`src/rtl/pc_sequencer_pkg.sv`:
```
`default_nettype none
// ============================================================================
//  Module      : pc_sequencer_pkg
//  Description : Shared processor constants. Holds the sequencer state
//                encoding and the default sequential PC increment that the
//                branch increment logic also uses.
//  Revision    : 1.0 - initial release
// ============================================================================
package pc_sequencer_pkg;

    // Sequencer state encoding
    localparam logic [1:0] c_STATE_BOOT  = 2'b00;
    localparam logic [1:0] c_STATE_FETCH = 2'b01;
    localparam logic [1:0] c_STATE_EXEC  = 2'b10;
    localparam logic [1:0] c_STATE_HALT  = 2'b11;

    // Word increment for a fall-through (non-branch, non-jump) instruction
    localparam int unsigned c_DEFAULT_INC = 1;

endpackage : pc_sequencer_pkg
`default_nettype wire

```
`src/rtl/pc_sequencer_next_pc_mux.sv`:
```
`default_nettype none
// ============================================================================
//  Module      : next_pc_mux
//  Description : Combinational next-PC select. Priority is jump, then
//                branch, then fall-through. All additions are modulo
//                2^WORDSIZE; a negative increment arrives in two's complement
//                so backward branches wrap without special handling.
//  Ports       : i_pc          - current program counter (word address)
//                i_branch_en   - use i_inc as the increment
//                i_inc         - signed word increment from branch logic
//                i_jump_en     - use i_jump_target as the next PC
//                i_jump_target - absolute next PC
//                o_next_pc     - selected next PC
//  Revision    : 1.0 - initial release
// ============================================================================
module next_pc_mux
    import pc_sequencer_pkg::*;
#(
    parameter int unsigned WORDSIZE = 64
) (
    input  logic [WORDSIZE-1:0] i_pc,
    input  logic                i_branch_en,
    input  logic [WORDSIZE-1:0] i_inc,
    input  logic                i_jump_en,
    input  logic [WORDSIZE-1:0] i_jump_target,
    output logic [WORDSIZE-1:0] o_next_pc
);

    localparam logic [WORDSIZE-1:0] c_INC_SEQ = WORDSIZE'(c_DEFAULT_INC);

    always_comb begin
        o_next_pc = i_pc + c_INC_SEQ;
        if (i_jump_en) begin
            o_next_pc = i_jump_target;
        end else if (i_branch_en) begin
            o_next_pc = i_pc + i_inc;
        end
    end

endmodule : next_pc_mux
`default_nettype wire

```
`src/rtl/pc_sequencer.sv`:
```
`default_nettype none
// ============================================================================
//  Module      : pc_sequencer
//  Description : Program-counter register and fetch sequencer. Issues a fetch
//                at pc, waits for the datapath to resolve the instruction,
//                then commits the next PC (sequential, branch or jump),
//                pulses retire and bumps the retired-instruction counter.
//                A halting instruction parks the sequencer until reset.
//  Ports       : clk, rst_n    - clock, asynchronous active-low reset
//                fetch_ready   - memory accepts the fetch at pc
//                exec_done     - next-PC inputs are valid this cycle
//                branch_en/inc - conditional branch and its increment
//                jump_en/jump_target - absolute jump
//                halt_req      - stop after this commit
//                pc, fetch_valid, retire, halted, retired_count - registered
//  Revision    : 1.0 - initial release
// ============================================================================
module pc_sequencer
    import pc_sequencer_pkg::*;
#(
    parameter int unsigned           WORDSIZE = 64,
    parameter logic [WORDSIZE-1:0]   RESET_PC = '0,
    parameter int unsigned           COUNT_W  = 32
) (
    input  logic                clk,
    input  logic                rst_n,
    input  logic                fetch_ready,
    input  logic                exec_done,
    input  logic                branch_en,
    input  logic [WORDSIZE-1:0] inc,
    input  logic                jump_en,
    input  logic [WORDSIZE-1:0] jump_target,
    input  logic                halt_req,
    output logic [WORDSIZE-1:0] pc,
    output logic                fetch_valid,
    output logic                retire,
    output logic                halted,
    output logic [COUNT_W-1:0]  retired_count
);

    logic [1:0]          r_state;
    logic [1:0]          w_state_nxt;
    logic [WORDSIZE-1:0] r_pc;
    logic [WORDSIZE-1:0] w_next_pc;
    logic                r_fetch_valid;
    logic                r_retire;
    logic                r_halted;
    logic [COUNT_W-1:0]  r_count;
    logic                w_commit;

    next_pc_mux #(
        .WORDSIZE (WORDSIZE)
    ) u_next_pc_mux (
        .i_pc          (r_pc),
        .i_branch_en   (branch_en),
        .i_inc         (inc),
        .i_jump_en     (jump_en),
        .i_jump_target (jump_target),
        .o_next_pc     (w_next_pc)
    );

    // Next-state logic. Inputs outside their owning state are simply not
    // looked at, which is what makes them "ignored".
    always_comb begin
        w_state_nxt = r_state;
        w_commit    = 1'b0;
        case (r_state)
            c_STATE_BOOT: begin
                w_state_nxt = c_STATE_FETCH;
            end
            c_STATE_FETCH: begin
                if (r_fetch_valid && fetch_ready) begin
                    w_state_nxt = c_STATE_EXEC;
                end
            end
            c_STATE_EXEC: begin
                if (exec_done) begin
                    w_commit    = 1'b1;
                    w_state_nxt = halt_req ? c_STATE_HALT : c_STATE_FETCH;
                end
            end
            c_STATE_HALT: begin
                w_state_nxt = c_STATE_HALT;
            end
            default: begin
                w_state_nxt = c_STATE_BOOT;
            end
        endcase
    end

    // Status outputs are decoded from the next state so that they are
    // registered yet line up with the state they describe.
    always_ff @(posedge clk or negedge rst_n) begin
        if (!rst_n) begin
            r_state       <= c_STATE_BOOT;
            r_pc          <= RESET_PC;
            r_fetch_valid <= 1'b0;
            r_retire      <= 1'b0;
            r_halted      <= 1'b0;
            r_count       <= '0;
        end else begin
            r_state       <= w_state_nxt;
            r_fetch_valid <= (w_state_nxt == c_STATE_FETCH);
            r_halted      <= (w_state_nxt == c_STATE_HALT);
            r_retire      <= w_commit;
            if (w_commit) begin
                r_pc    <= w_next_pc;
                r_count <= r_count + COUNT_W'(1);
            end
        end
    end

    assign pc            = r_pc;
    assign fetch_valid   = r_fetch_valid;
    assign retire        = r_retire;
    assign halted        = r_halted;
    assign retired_count = r_count;

endmodule : pc_sequencer
`default_nettype wire

```
`config.mk`:
```
export PLATFORM = sky130hd
export DESIGN_NAME = pc_sequencer
export DESIGN_NICKNAME = d
export VERILOG_FILES = /design/src/rtl/pc_sequencer_pkg.sv /design/src/rtl/pc_sequencer_next_pc_mux.sv /design/src/rtl/pc_sequencer.sv
export SDC_FILE = /design/constraint.sdc
export NUM_CORES = 1
export LEC_CHECK = 0
export ABC_AREA = 1
export CAP_MARGIN = 20
export CORE_UTILIZATION = 40
export CTS_CLUSTER_SIZE = 24
export DETAILED_ROUTE_END_ITERATION = 16
export PLACE_DENSITY = 0.76
export SLEW_MARGIN = 0
export SYNTH_ARGS = -nofsm -noshare
export SYNTH_HDL_FRONTEND = slang
export SYNTH_SLANG_ARGS = --single-unit
```
`constraint.sdc`:
```
create_clock -name clk -period 3.8 [get_ports clk]
set_input_delay 0.38 -clock clk [delete_from_list [all_inputs] [get_ports clk]]
set_output_delay 0.38 -clock clk [all_outputs]
set_load 0.02 [all_outputs]
```
# After elaboration in Yosys (flattened, before gate mapping)

Cells that the tools add are included.

Word-level logic and storage cells: 24
Input port bits: 135
Flip-flop bits (word level): 101

Reductions and logical operators: 2
Add/sub/neg operators: 3
Multiplexer cells: 8
Equality and inequality tests: 5

Operators with widths:

| operator                                             | count |
|---|---|
| 2-to-1 mux 64 bit                                    | 2 |
| adder 64 x 1 -> 64 bit (second input constant)       | 1 |
| adder 64 bit                                         | 1 |
| adder 32 x 1 -> 32 bit (second input constant)       | 1 |
| one-hot mux 2 bit (4 select lines)                   | 1 |
| equality test 2 bit (second input constant)          | 3 |
| 2-to-1 mux 2 bit                                     | 3 |
| equality test 2 x 1 -> 1 bit (second input constant) | 2 |
| zero test 2 bit                                      | 1 |
| 2-to-1 mux 1 bit                                     | 2 |
| logical AND 1 bit                                    | 1 |

# Logic depth before layout (Yosys ltp)

Gate-level depths: netlist of run 1.

Depth after elaboration: 4
Depth in mapped cells: 21

# By module

From an unflattened synthesis of run 1, not the netlist that was laid out.

Cell total of the unflattened synthesis: 2084
Area total of the unflattened synthesis: 11393.4 um2

Modules (own cells, without submodules):

| module       | times used | cells an instance | area an instance (um2) | seq. area each (um2) |
|---|---|---|---|---|
| next_pc_mux  | 1          | 1572              | 7083.0                 | 0.0 |
| pc_sequencer | 1          | 512               | 4310.4                 | 2527.4 |

# Least setup slack after synthesis of run 1

No wires, ideal clock.

Path kind: input to register
From: input port branch_en
To: register r_pc[40], in the netlist pc[40]
Cell stages on the path: 19
Buffers on the path: 2
Slack: 1.085 ns
Data arrival time: 2.592 ns
Data required time: 3.677 ns
Path through: clkbuf_1 -> clkbuf_1 -> nand2_1 -> ha_1 -> fa_1 -> nand2_1 -> inv_1 -> nand2_1 -> nand2_1 -> nand2_1 -> nand2_1 -> nand2_1 -> nand3_1 -> nand2_1 -> nand2_1 -> nand2_1 -> nand2_1 -> o21ai_0 -> nand2_1

Word-level cells in the longest chain between the ends: 2

RTL lines:

| what                 | line                           | text |
|---|---|---|
| start, declared      | pc_sequencer.sv:29             | `input logic branch_en,` |
| 2-to-1 mux 64 bit    | pc_sequencer_next_pc_mux.sv:35 | `end else if (i_branch_en) begin` |
| 2-to-1 mux 64 bit    | pc_sequencer_next_pc_mux.sv:33 | `if (i_jump_en) begin` |
| end signal, assigned | pc_sequencer.sv:107            | `r_pc <= w_next_pc;` |
| end, declared        | pc_sequencer.sv:43             | `logic [WORDSIZE-1:0] r_pc;` |

No other way between the ends.
A chain may end at the register's enable or synchronous reset.

# Worst setup path in the final report of run 1

From: input port inc[0]
To: register r_pc[40], in the netlist pc[40]

Word-level cells in the longest chain between the ends: 3

RTL lines:

| what              | line                           | text |
|---|---|---|
| start, declared   | pc_sequencer.sv:30             | `input logic [WORDSIZE-1:0] inc,` |
| adder 64 bit      | pc_sequencer_next_pc_mux.sv:36 | `o_next_pc = i_pc + i_inc;` |
| 2-to-1 mux 64 bit | pc_sequencer_next_pc_mux.sv:35 |  |
| 2-to-1 mux 64 bit | pc_sequencer_next_pc_mux.sv:33 |  |

No other way between the ends.

==> results of run 1 <==
[cell usage in the layout, fill, tap and decap left out, types with 23 or more instances in the layout]
cell             netlist  routed
dfrtp_1              101     101
nand2_1              841     841
clkdlybuf4s50_1        0     231
nor2_1               225     225
nand3_1               79      79
ha_1                  64      64
inv_1                424     423
a21oi_1               52      52
nor3_1                23      23
xor2_1                36      36
o21ai_0               41      41
[worst max-delay path: stages]
cell,delay (ns)
clkdlybuf4s50_1,0.39
inv_1,0.05
nand2_1,0.06
ha_1,0.23
fa_1,0.44
nand2_1,0.10
inv_1,0.05
nand2_1,0.08
nand2_1,0.11
nand2_1,0.07
nand2_1,0.13
nand2_1,0.09
nand3_1,0.17
nand2_1,0.12
nand2_1,0.12
nand2_1,0.08
nand2_1,0.04
o21ai_0,0.14
nand2_1,0.06
[Yosys cell counts, drive strengths merged]
library cell and number:
nand2 843, inv 425, nor2 228, dfrtp 101, nand3 81, ha 64, a21oi 52, o21ai 44
xor2 36, clkbuf 27, nor3 25, xnor2 19, nand4 14, o211ai 11, buf 8, nor4 6
a2bb2oi 4, o31ai 3, o21bai 2, fa 1, o21a 1, or2 1
[registers in the layout, summed over array words and instances (netlist names)]
register       count
pc                64
retired_count     32
r_state            2
fetch_valid        1
halted             1
retire             1
[through the flow]
step	utilization	setup WS, ns	std cells	hold WS [ns]
4_1_cts	0.521	1.13	2561	0.501
3_5_place_dp	0.508	0.746	2545	0.381
3_3_place_gp	0.508	0.784	2545	0.384
5_1_grt	0.521	0.913	2561	0.521
6_report	0.521	1.13	2561	0.498
2_1_floorplan	-	1.08	1996	0.0844
[path summary, 6_finish.rpt]
check	endpoint	from	slack [ns]
max in group asynchronous	retired_count[4]	rst_n	2.33
max reg2reg	pc[40]	pc[0]	1.23
min	retired_count[12]	retired_count[12]	0.50
min reg2reg	retired_count[12]	retired_count[12]	0.50
max	pc[40]	inc[0]	1.13
min in group asynchronous	pc[54]	rst_n	0.52
[area by class of cell]
cell class,instances,area [um2],area share
Clock buffer,9,225,0.0161
Clock inverter,6,120,0.00858
Inverter,425,1600,0.114
Tap cell,341,427,0.0305
Timing Repair Buffer,244,2420,0.173
Sequential cell,101,2530,0.180
Multi-Input combinational cell,1435,6690,0.478
[logic make-up (layout without fill, tap and decap cells)]
logic type / count (synthesis) / in the layout / share of synthesized area
and+or+nand+nor: 1198 / 1198 / 0.433
xor gates and xnor gates: 55 / 55 / 0.0440
adders and majority gates: 65 / 65 / 0.0750
DFF: 101 / 101 / 0.231
buffers and inverters: 460 / 684 / 0.158
AOI/OAI and AO/OA: 117 / 117 / 0.0588
[power groups by stage]
stage / Clock (mW) / Sequential (mW) / Combinational [mW]
after floorplan: 0 / 2.17 / 2.59
after global placement: 0 / 1.82 / 4.83
after detailed placement: 0 / 1.82 / 4.87
after CTS: 1.16 / 1.81 / 4.89
after global routing: 1.21 / 1.87 / 5.45
final: 1.15 / 1.81 / 4.91
[per-layer routing]
metal	up-vias	part of all wire	GRT usage
met3	42	0.075	0.0508
met1	5570	0.47	0.385
met5	-	0	0
li1	6359	-	-
met2	393	0.44	0.445
met4	0	0.018	0.0654
[timing repair]
| action | in CTS | in global routing |
|---|---|---|
| setup buffers | 0 | 0 |
| hold buffers | 1 | 0 |
| endpoints found under the hold margin | 4 | 0 |
==> flow_summary.json, run 1 <==
{
  "power.switching_mw": 3.91,
  "drive_gt1_frac": 0.0185,
  "comb_power_share": 0.624,
  "rr_worst_depth": 16,
  "syn-num-nets": 2196,
  "drc": 0,
  "antenna_cells": 0,
  "finClkSkew_ns": 0.0151,
  "die_y_um": 167,
  "cp.arrival_ns": 2.93,
  "yosysTopAreaCell": "nand2_1",
  "cts_buffer_depth": 2,
  "synth_seq_cells": 101,
  "powerDensity_nw_per_um2": 562,
  "yosys-top-cells-area": "nand2_1 29%, dfrtp_1 23%, inv_1 15%",
  "layout_min_cycle_time_ns": 2.67,
  "clkTransAtPathRegs_ns": 0.08,
  "worstPathMaxFanout": 4,
  "grt_overflow": 0,
  "avgViaCountPerCell": 4.83,
  "timing.fmax_mhz": 374,
  "p_total_mw": 7.88,
  "firstDrtPassIters": 5,
  "fin_area_um2": 14000,
  "routed_wl_um": 38600,
  "hp-class": "flip-flop to flip-flop",
  "vias": 12400,
  "wl_per_cell_um": 15.1,
  "grt_start_max_net_pins": 81,
  "die_w_um": 167,
  "clock_power_share": 0.146,
  "antenna_found_initial": 0,
  "crit_type": "input port to flip-flop",
  "cts.sinks": 101,
  "die_area_um2": 28000,
  "p_leak_nw": 8.38,
  "syn_area_per_cell_um2": 5.48,
  "hold_depth": 1,
  "ios": 234,
  "hold_violations": 0,
  "initial_core_util": 0.407,
  "slew_viol_final": 0,
  "critPathRequiredTime_ns": 4.05,
  "placed_cell_area_um2": 13700,
  "syn_inst": 1996,
  "place_congestion": 0.975,
  "critPathLaunchType": "input port",
  "tightest_slew_ns": 0.608,
  "switching_share": 0.497,
  "synth_area_um2": 10900,
  "cts_root_buffer": "clkbuf_16",
  "maxCapViolCount": 0,
  "end_kind": "flip-flop",
  "track_usage": 0.278,
  "core_um2": 26900,
  "cts_tree": "yes",
  "final_nets": 2416,
  "grt_pass1_wl_um": 61600,
  "rsz0062_at_grt": "no",
  "tns_ns": 0,
  "fp-row-count": 60,
  "status": "completed",
  "power.internal_mw": 3.96,
  "cts_max_level": 3,
  "yosys.area.top_type_share": 0.289,
  "place_hpwl_um": 31700,
  "nFillCells": 2849,
  "cts_buffers": 9,
  "clk_latency_ns": 0.37,
  "io_buffer_count": 233,
  "p_seq_frac": 0.230,
  "irDropWorstVdd_mv": 0.330,
  "fin_crit_sh": 0.704,
  "slew_headroom": 0.594,
  "grt_pass1_vias": 11800,
  "drt-initial-drc-count": 913,
  "drtAntennaViolNets": 0,
  "cts-resized-gates": 0,
  "ys_seq_area_frac": 0.231,
  "setup_viol": 0,
  "ys.warnings.count": 0,
  "synth_cell_types": 31,
  "area_growth_pct": 28.1
}
Note: power is estimated with default switching activity, not from simulation.
==> run 2, diff against run 1 <==
- clock period: 3.8 -> 2.51 ns (I/O delays scaled with it)
==> run 2 against run 1 <==
Effect of this change: the run now ends with hold timing left; critical path depth fell by 6; final cell count rose by 6.2%; setup slack got worse by 1.0 ns; power rose by 65%; count of clock-buffer cells in the layout did not move; cell area rose by 9.1%; sequential power rose by 50%; clock skew rose by 0.0078 ns; sequential share of layout area fell by 1.5 points; die area did not move; largest cell class unchanged.
==> flow_summary.json, run 2 (synthesis gave the netlist of run 1 again) <==
{
  "avgViaCountPerCell": 4.75,
  "p_leak_nw": 9.21,
  "cp.arrival_ns": 2.67,
  "firstDrtPassIters": 5,
  "grt_pass1_wl_um": 64000,
  "drt-initial-drc-count": 804,
  "grt_start_max_net_pins": 77,
  "hold_violations": 19,
  "irDropWorstVdd_mv": 0.601,
  "io_buffer_count": 233,
  "seq_area_um2": 2530,
  "multiInputGateArea_um2": 6760,
  "cts.sinks": 101,
  "cts_tree": "yes",
  "status": "finished, violations left",
  "tns_ns": 0,
  "maxCapViolCount": 0,
  "path_cells": "ha_1, nand2_1, buf_4, nor2_1, nand2_1, inv_1, nand3_1, nand3_1, nand2_1, nand2_1, nor2_1, o21ai_0, nand2_1",
  "antenna_found_initial": 0,
  "layout.cells.non_filler": 2719,
  "antenna_cells": 0,
  "layout_min_cycle_time_ns": 2.42,
  "slew_headroom": 0.436,
  "area_growth_pct": 39.8,
  "die_w_um": 167,
  "tightest_slew_ns": 0.846,
  "drtAntennaViolNets": 0,
  "vias": 12900,
  "die_area_um2": 28000,
  "track_usage": 0.290,
  "initial_core_util": 0.407,
  "powerDensity_nw_per_um2": 848,
  "cts_buffer_depth": 2,
  "r2r_slack_ns": 0.09,
  "layout_common_cells": "837 x nand2_1, 423 x inv_1, 231 x clkdlybuf4s50_1",
  "rsz0062_at_grt": "no",
  "slew_viol_final": 0,
  "fin_area_um2": 15300,
  "clkTransAtPathRegs_ns": 0.10,
  "regToRegStartpoint": "pc[19]",
  "violations": "hold timing",
  "finClkSkew_ns": 0.0229,
  "cp_slowest_cell": "dfrtp_1",
  "end_kind": "flip-flop",
  "routed_wl_um": 40500,
  "hp-class": "input port to asynchronous set/reset pin",
  "setup_viol": 0,
  "postCtsHoldBufs": 0,
  "rr_endpoint": "pc[37]",
  "final_nets": 2573,
  "placedCellCount": 2703,
  "cts-resized-gates": 0,
  "crit_type": "flip-flop to flip-flop",
  "critPathLaunchType": "flip-flop",
  "layout_commonest_cell": "nand2_1",
  "cts_setup_buffers": 0,
  "hold_slack_ns": -0.0416,
  "grt_pass1_vias": 12500,
  "cts_max_level": 3,
  "timing.fmax_mhz": 414,
  "critPathRequiredTime_ns": 2.76,
  "grt_overflow": 0,
  "largest_register_ffs": 64,
  "worstPathMaxFanout": 4,
  "drive_gt1_frac": 0.0925,
  "clk_latency_ns": 0.38,
  "drc": 0,
  "cts_buffers": 9,
  "die_y_um": 167,
  "critPathMaxStageDelay_ns": 0.41,
  "core_um2": 26900,
  "place_congestion": 0.944,
  "fp-row-count": 60,
  "crit_top_cell": "nand2_1",
  "place_hpwl_um": 33400,
  "ios": 234,
  "placed_cell_area_um2": 14900,
  "cts_root_buffer": "clkbuf_16",
  "fin_crit_sh": 0.963,
  "nFillCells": 2788,
  "wl_per_cell_um": 14.9,
  "rr_worst_depth": 13
}
[run 2: cell count changes in the layout (fill, tap and decap cells not counted), sizes merged]
cell         before  now
dlygate4sd3       1    0
inv             427  428
bufinv            3    1
clkinv            0    3
clkinvlp          1    0
buf              12  170
[run 2: final cells by class]
type	instances	share of cell area
Clock buffer	9	0.0147
Sequential cell	101	0.165
Multi-Input combinational cell	1435	0.442
Inverter	425	0.104
Timing Repair Buffer	401	0.239
Clock inverter	7	0.00671
Tap cell	341	0.0279
[run 2: report_power, final]
| group | total, mW | switching, mW | internal, mW |
|---|---|---|---|
| clock | 1.65 | 0.834 | 0.815 |
| sequential | 2.71 | 0.529 | 2.18 |
| combinational | 8.60 | 4.84 | 3.76 |
| total | 13.0 | 6.21 | 6.75 |
[run 2: metrics by stage]
stage               worst slack (ns)  utilization  hold slack [ns]  power (mW)
floorplan                    0.00583            -          -0.0446        7.21
global placement              -0.260        0.554            0.384        11.1
detailed placement            -0.281        0.554            0.409        11.2
CTS                           0.0420        0.566          0.00628        12.9
global route                0.000132        0.569           0.0281        14.0
finish                        0.0936        0.569          -0.0416        13.0
[run 2: worst max path at each step]
stage                         start  endpoint  slack [ns]  cells past startpoint
after CTS                     pc[0]    pc[38]        0.04                     13
after global placement       inc[0]    pc[44]       -0.26                     17
after detailed placement     inc[0]    pc[38]       -0.28                     16
after floorplan           branch_en    pc[40]       0.006                     19
after global routing         pc[44]    pc[56]      0.0001                     11
final                        pc[19]    pc[37]        0.09                     13
[run 2: worst max-delay path, delay by kind of cell (launching register included)]
family | cells | cell delay (ns)
AOI/OAI and AO/OA | 1 | 0.16
buffers and inverters | 2 | 0.24
adders and majority gates | 1 | 0.36
DFF | 1 | 0.41
and+or+nand+nor | 9 | 1.11
[run 2: metal layers]
metal / global-route usage / vias to the layer above / share of wire / wire length [um]
li1: - / 6679 / - / -
met1: 0.394 / 5818 / 0.47 / 19100
met2: 0.466 / 383 / 0.44 / 17700
met3: 0.0579 / 47 / 0.070 / 2840
met4: 0.0822 / 0 / 0.022 / 888
met5: 0 / - / 0 / 0
